File: src/rtl/sfp_dot3_if.sv
// Handshake bundle for the sequential dot-product unit: operand vectors in, resized result out.
interface sfp_dot3_if #(
  parameter int IW = 8,
  parameter int QW = 8
);
  localparam int W = IW + QW;

  logic         in_valid;
  logic         in_ready;
  logic [W-1:0] a_x, a_y, a_z;
  logic [W-1:0] b_x, b_y, b_z;
  logic         out_valid;
  logic         out_ready;
  logic [W-1:0] out_data;
  logic         clipping;

  modport master (
    output in_valid, a_x, a_y, a_z, b_x, b_y, b_z, out_ready,
    input  in_ready, out_valid, out_data, clipping
  );

  modport slave (
    input  in_valid, a_x, a_y, a_z, b_x, b_y, b_z, out_ready,
    output in_ready, out_valid, out_data, clipping
  );
endinterface

File: src/rtl/sfp_dot3.sv
// Signed IW.QW three-term dot product using one shared multiplier over three cycles,
// a 2W+2 bit accumulator and a floor/wrap-or-saturate resize back to IW.QW.
module sfp_dot3 #(
  parameter int IW   = 8,
  parameter int QW   = 8,
  parameter int CLIP = 0
) (
  input  logic       clk,
  input  logic       rst,
  sfp_dot3_if.slave  bus
);
  localparam int W  = IW + QW;
  localparam int AW = 2 * W + 2;

  typedef enum logic [1:0] {IDLE, MAC, DONE} state_t;

  state_t               r_state, w_next;
  logic signed [W-1:0]  r_a [3];
  logic signed [W-1:0]  r_b [3];
  logic [1:0]           r_cnt;
  logic signed [AW-1:0] r_acc;
  logic [W-1:0]         r_out_data;
  logic                 r_clip;

  logic                 w_in_ready, w_out_valid, w_accept;
  logic signed [W-1:0]  w_a_sel, w_b_sel;
  logic signed [2*W-1:0] w_prod;
  logic signed [AW-1:0] w_sum, w_shift;
  logic                 w_fits, w_clip;
  logic [W-1:0]         w_res;

  assign w_accept = bus.in_valid & w_in_ready;

  // NOTE: state registers use non-blocking assignments so every flop samples pre-edge values.
  always_ff @(posedge clk or posedge rst) begin
    if (rst) r_state <= IDLE;
    else     r_state <= w_next;
  end

  // NOTE: every combinational output gets a default first so no path infers a latch.
  always_comb begin
    w_next = r_state;
    case (r_state)
      IDLE: if (w_accept) w_next = MAC;
      MAC:  if (r_cnt == 2'd2) w_next = DONE;
      DONE: if (bus.out_ready) w_next = bus.in_valid ? MAC : IDLE;
      default: w_next = IDLE;
    endcase
  end

  // In DONE the unit can take new operands on the same edge the result retires.
  always_comb begin
    w_in_ready  = 1'b0;
    w_out_valid = 1'b0;
    case (r_state)
      IDLE: w_in_ready = 1'b1;
      DONE: begin
        w_in_ready  = bus.out_ready;
        w_out_valid = 1'b1;
      end
      default: ;
    endcase
  end

  always_comb begin
    case (r_cnt)
      2'd0:    begin w_a_sel = r_a[0]; w_b_sel = r_b[0]; end
      2'd1:    begin w_a_sel = r_a[1]; w_b_sel = r_b[1]; end
      default: begin w_a_sel = r_a[2]; w_b_sel = r_b[2]; end
    endcase
  end

  assign w_prod = w_a_sel * w_b_sel;
  assign w_sum  = r_acc + {{2{w_prod[2*W-1]}}, w_prod};

  // Floor-shift to IW.QW scaling; the range check looks at every bit above the output sign.
  always_comb begin
    w_shift = w_sum >>> QW;
    w_fits  = (&w_shift[AW-1:W-1]) | ~(|w_shift[AW-1:W-1]);
    w_res   = w_shift[W-1:0];
    w_clip  = 1'b0;
    if (!w_fits) begin
      w_clip = 1'b1;
      if (CLIP != 0)
        w_res = w_shift[AW-1] ? {1'b1, {(W-1){1'b0}}} : {1'b0, {(W-1){1'b1}}};
    end
  end

  // NOTE: the small operand file is reset explicitly because it is flop-based, not a RAM.
  always_ff @(posedge clk or posedge rst) begin
    if (rst) begin
      for (int i = 0; i < 3; i++) begin
        r_a[i] <= '0;
        r_b[i] <= '0;
      end
      r_cnt      <= 2'd0;
      r_acc      <= '0;
      r_out_data <= '0;
      r_clip     <= 1'b0;
    end else begin
      if (w_accept) begin
        r_a[0] <= bus.a_x;
        r_a[1] <= bus.a_y;
        r_a[2] <= bus.a_z;
        r_b[0] <= bus.b_x;
        r_b[1] <= bus.b_y;
        r_b[2] <= bus.b_z;
        r_cnt  <= 2'd0;
        r_acc  <= '0;
      end else if (r_state == MAC) begin
        r_acc <= w_sum;
        r_cnt <= r_cnt + 2'd1;
        if (r_cnt == 2'd2) begin
          r_out_data <= w_res;
          r_clip     <= w_clip;
        end
      end
    end
  end

  assign bus.in_ready  = w_in_ready;
  assign bus.out_valid = w_out_valid;
  assign bus.out_data  = r_out_data;
  assign bus.clipping  = r_clip;
endmodule

File: src/flat_wrapper.sv
// flat-port wrapper written by rule: the top's interface ports become plain ports
module sfp_dot3_flat 
#(
  parameter int IW   = 8,
  parameter int QW   = 8,
  parameter int CLIP = 0
)
  (clk, rst, bus_in_valid, bus_a_x, bus_a_y, bus_a_z, bus_b_x, bus_b_y, bus_b_z, bus_out_ready, bus_in_ready, bus_out_valid, bus_out_data, bus_clipping);
  sfp_dot3_if #(.IW(IW), .QW(QW)) bus_i ();
  input  logic clk;
  input  logic rst;
  input wire logic [$bits(bus_i.in_valid)-1:0] bus_in_valid;
  input wire logic [$bits(bus_i.a_x)-1:0] bus_a_x;
  input wire logic [$bits(bus_i.a_y)-1:0] bus_a_y;
  input wire logic [$bits(bus_i.a_z)-1:0] bus_a_z;
  input wire logic [$bits(bus_i.b_x)-1:0] bus_b_x;
  input wire logic [$bits(bus_i.b_y)-1:0] bus_b_y;
  input wire logic [$bits(bus_i.b_z)-1:0] bus_b_z;
  input wire logic [$bits(bus_i.out_ready)-1:0] bus_out_ready;
  output wire logic [$bits(bus_i.in_ready)-1:0] bus_in_ready;
  output wire logic [$bits(bus_i.out_valid)-1:0] bus_out_valid;
  output wire logic [$bits(bus_i.out_data)-1:0] bus_out_data;
  output wire logic [$bits(bus_i.clipping)-1:0] bus_clipping;
  assign bus_i.in_valid = bus_in_valid;
  assign bus_i.a_x = bus_a_x;
  assign bus_i.a_y = bus_a_y;
  assign bus_i.a_z = bus_a_z;
  assign bus_i.b_x = bus_b_x;
  assign bus_i.b_y = bus_b_y;
  assign bus_i.b_z = bus_b_z;
  assign bus_i.out_ready = bus_out_ready;
  assign bus_in_ready = bus_i.in_ready;
  assign bus_out_valid = bus_i.out_valid;
  assign bus_out_data = bus_i.out_data;
  assign bus_clipping = bus_i.clipping;
  sfp_dot3 #(.IW(IW), .QW(QW), .CLIP(CLIP)) u_core (.clk(clk), .rst(rst), .bus(bus_i));
endmodule
File: config.mk
export PLATFORM = sky130hd
export DESIGN_NAME = sfp_dot3_flat
export DESIGN_NICKNAME = d
export VERILOG_FILES = /design/src/rtl/sfp_dot3_if.sv /design/src/rtl/sfp_dot3.sv /design/src/flat_wrapper.sv
export SDC_FILE = /design/constraint.sdc
export NUM_CORES = 1
export LEC_CHECK = 0
export ABC_AREA = 1
export ABC_CLOCK_PERIOD_IN_PS = 8000
export BUFFER_PORTS_ARGS = -buffer_cell sky130_fd_sc_hd__buf_2
export CORE_MARGIN = 2
export CORE_UTILIZATION = 55
export CTS_CLUSTER_DIAMETER = 150
export DETAILED_ROUTE_END_ITERATION = 6
export PLACE_DENSITY = 0.76
export SLEW_MARGIN = 15
export SYNTH_ARGS = -nofsm -noshare
export SYNTH_HDL_FRONTEND = slang
export SYNTH_SLANG_ARGS = --single-unit
File: constraint.sdc
create_clock -name clk -period 8 [get_ports clk]
set_input_delay 1.6 -clock clk [delete_from_list [all_inputs] [get_ports clk]]
set_output_delay 1.6 -clock clk [all_outputs]
set_load 0.02 [all_outputs]
Word level (Yosys, flattened, before mapping)
Index checks and enable logic that the tools add are counted.

cells by class
  $add $sub $neg = 2
  $mul = 1
  div/mod/pow operators = 0
  order comparisons = 0
  eq/ne operators = 7
  shifts and indexed selects = 0
  muxes and demuxes = 14
  bitwise logic cells = 4
  reductions and logical operators = 7

operator list
  cell                                                                   number
  34-bit two-way mux                                                     2
  16-bit one-hot mux with 2 select lines                                 2
  34-bit adder                                                           1
  16-bit by 16-bit multiplier with 32-bit output                         1
  11-bit AND reduction                                                   1
  11-bit OR reduction                                                    1
  2-bit two-way mux                                                      5
  2-bit one-hot mux with 3 select lines                                  1
  3-bit AND reduction                                                    2
  2-bit by 1-bit equality test with 1-bit output, second input constant  2
  2-bit equality test, second input constant                             2
  2-bit zero test                                                        2
  2-bit != test, second input constant                                   2
  1-bit two-way mux                                                      3
  2-bit by 1-bit adder with 2-bit output, second input constant          1
  2-bit by 1-bit != test with 1-bit output, second input constant        1
  1-bit NOT                                                              2
  1-bit one-hot mux with 2 select lines                                  1
  2-bit nonzero test                                                     1
  1-bit AND                                                              1
  1-bit OR                                                               1

storage, ports and cells
  flip-flop bits (word level) = 151
  latch bits = 0
  memory bits (writable) = 0
  bits in read-only memories = 0
  word-level logic and storage cells = 46
  memories = 0

Longest topological paths before layout
Gate-level depths: netlist of run 1.

  depth after elaboration = 8
  depth in mapped cells = 50

Least setup slack after synthesis of run 1
OpenSTA, ideal clock, no wires.

  path type = register to register
  from = register u_core.r_cnt[0]
  to = register u_core.r_clip (netlist: u_core.bus.clipping)
  library setup time = 0.117 ns
  data arrival time = 7.937 ns
  slack = -0.054 ns
  stages on the path, launching flop included = 43
  cells stage by stage = dfrtp_1 > inv_1 > ha_1 > buf_2 > nor2_2 > inv_1 > buf_2 > o221ai_1 > buf_2 > nand2_1 > fa_1 > inv_1 > fa_1 > inv_1 > fa_1 > fa_1 > inv_1 > fa_1 > [7 not listed] > nand3_1 > a31oi_1 > xor2_1 > ha_1 > inv_1 > o21bai_1 > a21oi_1 > nand2_1 > a21oi_2 > nand2_2 > nand2_1 > nand2_1 > nor2_1 > nand2_1 > nor2_1 > nand3_1 > nand3_1 > nand2_1

on the way
  longest elaborated chain between the ends = 8

ends and longest elaborated chain
  what                                                                               RTL line         text
  start: declaration                                                                 sfp_dot3.sv:20   logic [1:0] r_cnt;
  start signal: assignment                                                           sfp_dot3.sv:112  r_cnt <= r_cnt + 2'd1;
  2-bit by 1-bit equality test with 1-bit output or 2-bit zero test (tied branches)  sfp_dot3.sv:66   case (r_cnt)
  16-bit one-hot mux with 2 select lines                                             sfp_dot3.sv:66
  16-bit by 16-bit multiplier with 32-bit output                                     sfp_dot3.sv:73   assign w_prod = w_a_sel * w_b_sel;
  34-bit adder                                                                       sfp_dot3.sv:74   assign w_sum = r_acc + {{2{w_prod[2*W-1]}}, w_prod};
  11-bit OR reduction                                                                sfp_dot3.sv:79   w_fits = (&w_shift[AW-1:W-1]) | ~(|w_shift[AW-1:W-1]);
  1-bit NOT                                                                          sfp_dot3.sv:79
  1-bit OR                                                                           sfp_dot3.sv:79
  1-bit two-way mux                                                                  sfp_dot3.sv:82   if (!w_fits) begin
  end signal: assignment                                                             sfp_dot3.sv:115  r_clip <= w_clip;
  end: declaration                                                                   sfp_dot3.sv:23   logic r_clip;

Parallel ways exist; a longest one is shown, timed or not.
A chain may end at the register's enable or synchronous reset.

Worst setup path in the final report of run 1
Same ends and word-level chain as after synthesis.

==> flow_summary.json, run 1 <==
{
  "port_buffers": 118,
  "maxSlewHeadroom_pct": 37.6,
  "dieWidth_um": 191,
  "hold_depth": 2,
  "max_stage_delay_ns": 0.58,
  "startpoint_type": "flip-flop",
  "grt_use_met1_pct": 40.1,
  "cp_common_cell": "fa_1",
  "final_cell_mix": "inv_1 (602), nand2_1 (602), buf_4 (321)",
  "n_antenna_cell": 0,
  "grt_use_met3_pct": 5.06,
  "drc": 0,
  "synth_top_family_by_area": "adder cells",
  "rsz0062_at_grt": "yes",
  "fillers": 2535,
  "start_util_pct": 55.7,
  "async_reset_ff_share_pct": 100,
  "syn-num-nets": 2949,
  "cts-hold-fix-buffers": 0,
  "finalWeightedCongestion": 0.989,
  "crit_type": "reg -> reg",
  "finalSetupViolCount": 7,
  "wire_per_inst_um": 17.5,
  "drv_cap": 0,
  "dieArea_um2": 36300,
  "synthMuxAreaShare_pct": 3.24,
  "core_area_um2": 34400,
  "clk_latency_ns": 0.46,
  "ctsRootBufferMaster": "clkbuf_16",
  "timing.rr.start": "u_core.r_cnt[0]",
  "endpoint_kind": "flip-flop",
  "grt_use_met2_pct": 59.1,
  "holdPathEnd": "u_core.bus.out_data[0]",
  "ys_warn_count": 0,
  "tightestPinTransition_ns": 0.936,
  "fin_setup_tns_ns": -1.12,
  "viasPerCell": 5.22,
  "cts_tree": "yes",
  "cpMaxStageDelayCell": "fa_1",
  "grt_pass1_vias": 18459,
  "pre_cts_slack_ns": -0.846,
  "io_pins": 119,
  "synth_xor_area_share_pct": 1.97,
  "required_ns": 8.35,
  "top_usage_layer": "met2",
  "die_height_um": 191,
  "regArea_um2": 3780,
  "wirelength_um": 58900,
  "synth_cells": 2468,
  "place_hpwl_um": 45900,
  "grt.total_usage_pct": 33.2,
  "cts_made_buffers": 17,
  "ys_seq_area_share_pct": 19.7,
  "r2r_slack_ns": -0.41,
  "multi_input_area_um2": 13800,
  "core.rowCount": 68,
  "run_status": "finished, violations left",
  "grt_pass1_wl_um": 93100,
  "htreeDepth": 4,
  "fmax_mhz": 119,
  "first_pass_iters": 6,
  "synth_flop_cell": "dfrtp_1",
  "slew_violations": 0,
  "fin_ws_ns": -0.409,
  "synth-simple-area-share_pct": 19.3,
  "drt_iter0_drc": 1250,
  "overflow": 0,
  "failed_checks": "negative setup slack",
  "drive_gt1_share_pct": 28.4,
  "numClockSinks": 151,
  "timing.rr.end": "u_core.bus.clipping",
  "synth_compound_area_share_pct": 6.48,
  "clk_pin_slew_ns": 0.07,
  "cts_buffer_depth": 2,
  "hp-start": "u_core.bus.out_data[0]",
  "synth_cell_types": 46,
  "hold_viol_final": 0,
  "grt_max_degree": 89,
  "avgSynthCellArea_um2": 7.75,
  "finalCritPeriodShare_pct": 105,
  "area_growth_syn_to_layout_pct": 29.6,
  "antenna_found_initial": 0,
  "hold_path_class": "reg -> reg",
  "ant_nets": 0,
  "fin_worst_skew_ns": 0.0147,
  "final_nets": 3380,
  "synthAdderAreaFrac_pct": 35.2,
  "period_minus_slack_ns": 8.41,
  "synth_edf_count": 0,
  "cp_max_fo": 7,
  "rr_worst_depth": 42,
  "synth-seq-cells": 151,
  "num_vias": 17585,
  "synth_area_um2": 19100,
  "cp.arrival_ns": 8.76
}
how the worst max path moves through the flow:
stage	slack, ns	startpoint	depth (start not counted)	end
floorplan	0.04	u_core.r_cnt[0]	41	u_core.bus.clipping
global placement	-0.76	u_core.r_cnt[1]	41	u_core.bus.clipping
detailed placement	-0.85	u_core.r_cnt[1]	41	u_core.bus.clipping
CTS	-0.29	u_core.r_cnt[0]	42	u_core.bus.clipping
global route	-0.69	u_core.r_cnt[0]	42	u_core.bus.clipping
finish	-0.41	u_core.r_cnt[0]	42	u_core.bus.clipping
worst max-delay path: cells and delay by family, from the launching register on:
kind,cells,cell delay [ns]
flops,1,0.40
fa+ha+maj,9,4.00
buf+inv,14,1.39
simple gates,16,2.09
compound gates,2,0.20
xor+xnor,1,0.21
per-layer routing:
metal / vias up / wire length, µm
li1: 8177 / -
met1: 8559 / 22700
met2: 663 / 29700
met3: 186 / 3530
met4: 0 / 2990
met5: - / 0
timing repair:
action	in CTS	in global routing
setup buffers	18	32
pin swaps	26	112
gates resized for setup	92	211
setup endpoints to repair	27	36
cell type report:
type,instances,share of cell area [%]
Clock buffer,18,1.73
Clock inverter,14,0.656
Inverter,639,9.74
Multi-Input combinational cell,1610,55.8
Sequential cell,151,15.2
Tap cell,455,2.30
Timing Repair Buffer,480,14.5
cells in the mapped netlist, types with 8 or more instances:
master | count | area share [%]
xnor2_1 | 19 | 0.87
buf_2 | 15 | 0.39
a21oi_1 | 107 | 2.8
nand2_2 | 11 | 0.36
xor2_1 | 24 | 1.1
mux2_2 | 55 | 3.2
nor2_1 | 120 | 2.4
dfrtp_1 | 151 | 20
nand2_1 | 652 | 13
o22ai_1 | 9 | 0.29
ha_1 | 118 | 7.7
clkbuf_1 | 49 | 0.96
fa_1 | 263 | 28
o21ai_1 | 8 | 0.21
nand3_1 | 98 | 2.6
inv_1 | 634 | 12
nor2_2 | 8 | 0.26
o221ai_1 | 9 | 0.41
o21ai_0 | 52 | 1.4
through the flow:
step	hold WS [ns]	cell area [µm²]	instances	utilization [%]
final	0.486	24800	3367	72.1
after detailed placement	0.468	22500	3285	65.5
after CTS	0.490	23700	3335	68.9
after global routing	0.516	24800	3367	72.1
after global placement	0.466	22500	3285	65.5
after floorplan	0.475	19100	2468	-
registers in the layout, summed over array words and instances, names as in the netlist:
name	cells
u_core.bus.out_data	16
u_core.r_acc	34
u_core.r_state	2
u_core.r_a	48
u_core.bus.clipping	1
u_core.r_cnt	2
u_core.r_b	48
cells by family after synthesis:
logic type | count (synthesis)
simple gates | 915
compound gates | 216
xor+xnor | 43
fa+ha+maj | 381
buf+inv | 707
flops | 151
mux | 55
Power of run 1 is left out: the tool's default activity adds up to more than one toggle a clock period on the data nets, which glitch-free logic cannot reach.
==> inputs of run 2 (changes only) <==
PLACE_DENSITY = unset   (was 0.76)
PLACE_DENSITY_LB_ADDON = 0.05   (was unset)
==> flow_summary.json, run 2 (synthesis gave the netlist of run 1 again) <==
{
  "run_status": "finished, violations left",
  "failed_checks": "negative setup slack",
  "maxSlewHeadroom_pct": 25.5,
  "wl_met1_um": 24900,
  "grt_max_degree": 102,
  "cts_tree": "yes",
  "required_ns": 8.31,
  "rr_worst_depth": 43,
  "final_common_cell": "inv_1",
  "clk_latency_ns": 0.45,
  "startpoint_type": "flip-flop",
  "slew_violations": 0,
  "htreeDepth": 4,
  "numClockSinks": 151,
  "rsz0062_at_grt": "yes",
  "dieWidth_um": 191,
  "clk_pin_slew_ns": 0.07,
  "place_hpwl_um": 46500,
  "cts_buffer_depth": 2,
  "met3_wirelength_um": 3380,
  "final_nets": 3446,
  "core.rowCount": 68,
  "dieArea_um2": 36300,
  "period_minus_slack_ns": 8.23,
  "overflow": 0,
  "fin_worst_skew_ns": 0.0138,
  "max_stage_delay_ns": 0.61,
  "cpMaxStageDelayCell": "fa_2",
  "topRoutingLayerUsed": "met4",
  "drv_cap": 0,
  "ctsRootBufferMaster": "clkbuf_16",
  "cts-hold-fix-buffers": 0,
  "cp_max_fo": 7,
  "num_vias": 17516,
  "hold_viol_final": 0,
  "final_cell_mix": "inv_1 (573), nand2_1 (562), buf_4 (357)",
  "cp_common_cell": "buf_4",
  "endpoint_kind": "flip-flop",
  "wl_met2_um": 29200,
  "utilization_pct": 75.7,
  "ant_nets": 0,
  "place_inst": 3298,
  "area_growth_syn_to_layout_pct": 35.9,
  "finalWeightedCongestion": 0.963,
  "port_buffers": 118,
  "finalCritPeriodShare_pct": 103,
  "fin_setup_tns_ns": -0.665,
  "hold_path_class": "reg -> reg",
  "fillers": 2659,
  "cp.arrival_ns": 8.54,
  "grt_pass1_wl_um": 94900,
  "io_pins": 119,
  "tightestPinTransition_ns": 1.12,
  "finalSetupViolCount": 5,
  "drc": 0,
  "multi_input_area_um2": 14300,
  "start_util_pct": 55.7,
  "grt_pass1_vias": 18201,
  "final_cells": 3434,
  "antenna_found_initial": 1,
  "reg_top3": "u_core.r_a: 48 flops, u_core.r_b: 48 flops, u_core.r_acc: 34 flops",
  "regArea_um2": 3780,
  "first_pass_iters": 6,
  "core_area_um2": 34400,
  "die_height_um": 191,
  "drive_gt1_share_pct": 33.6,
  "fmax_mhz": 122,
  "whs_ns": 0.489,
  "viasPerCell": 5.10,
  "grt.total_usage_pct": 34.0,
  "cts_made_buffers": 17,
  "wirelength_um": 59400,
  "hold_depth": 2,
  "drt_iter0_drc": 1068,
  "crit_type": "reg -> reg",
  "wire_per_inst_um": 17.3,
  "fin_ws_ns": -0.229
}
[run 2: changes by cell type in the layout (fill, tap and decap cells not counted), sizes merged]
cell    previous run  this run
bufbuf             0         2
buf              480       542
clkinv             2         4
clkbuf            18        19
diode              0         1
bufinv             2         1
[run 2: through the flow]
step	area [µm²]	setup slack [ns]
floorplan	19100	0.0445
global placement	22700	-0.756
detailed placement	22700	-0.758
CTS	24600	-0.176
global route	26000	-0.598
finish	26000	-0.229
[run 2: final timing paths]
| kind | start | endpoint | slack (ns) |
|---|---|---|---|
| setup / recovery | u_core.r_cnt[0] | u_core.r_acc[29] | -0.23 |
| hold / removal | u_core.bus.out_data[9] | u_core.bus.out_data[9] | 0.49 |
| setup reg to reg | u_core.r_cnt[0] | u_core.r_acc[29] | -0.23 |
| hold reg to reg | u_core.bus.out_data[9] | u_core.bus.out_data[9] | 0.49 |
| max in group asynchronous | rst | u_core.r_acc[23] | 5.34 |
| min in group asynchronous | rst | u_core.r_b[16] | 1.29 |
[run 2: cell type report]
type	count	area share, %
Clock inverter	13	0.524
Inverter	639	9.37
Multi-Input combinational cell	1610	55.2
Timing Repair inverter	2	0.0529
Antenna cell	1	0.00962
Timing Repair Buffer	544	16.4
Clock buffer	19	1.74
Sequential cell	151	14.5
Tap cell	455	2.19
[run 2: worst max-delay path: cells and delay by family (launching register included)]
| family | cells | cell delay (ns) |
|---|---|---|
| adders and majority gates | 9 | 3.80 |
| buffers and inverters | 18 | 1.86 |
| and+or+nand+nor | 9 | 0.98 |
| AOI/OAI and AO/OA | 6 | 0.69 |
| DFF | 1 | 0.40 |
| xor gates and xnor gates | 1 | 0.31 |
[run 2: per-layer routing]
| layer | global-route usage, % | vias to the layer above |
|---|---|---|
| met5 | 0 | - |
| met4 | 11.4 | 0 |
| met3 | 5.63 | 106 |
| met2 | 57.6 | 490 |
| met1 | 44.4 | 8610 |
| li1 | - | 8310 |
[run 2: repair_timing]
| action | in CTS | in global routing |
|---|---|---|
| hold endpoints to repair | 0 | 0 |
| gates resized for setup | 204 | 294 |
| setup endpoints to repair | 28 | 36 |
| gates cloned | 5 | 0 |
| buffers inserted | 65 | 37 |
| pin swaps | 100 | 114 |
Power of run 2 is left out for the same reason.
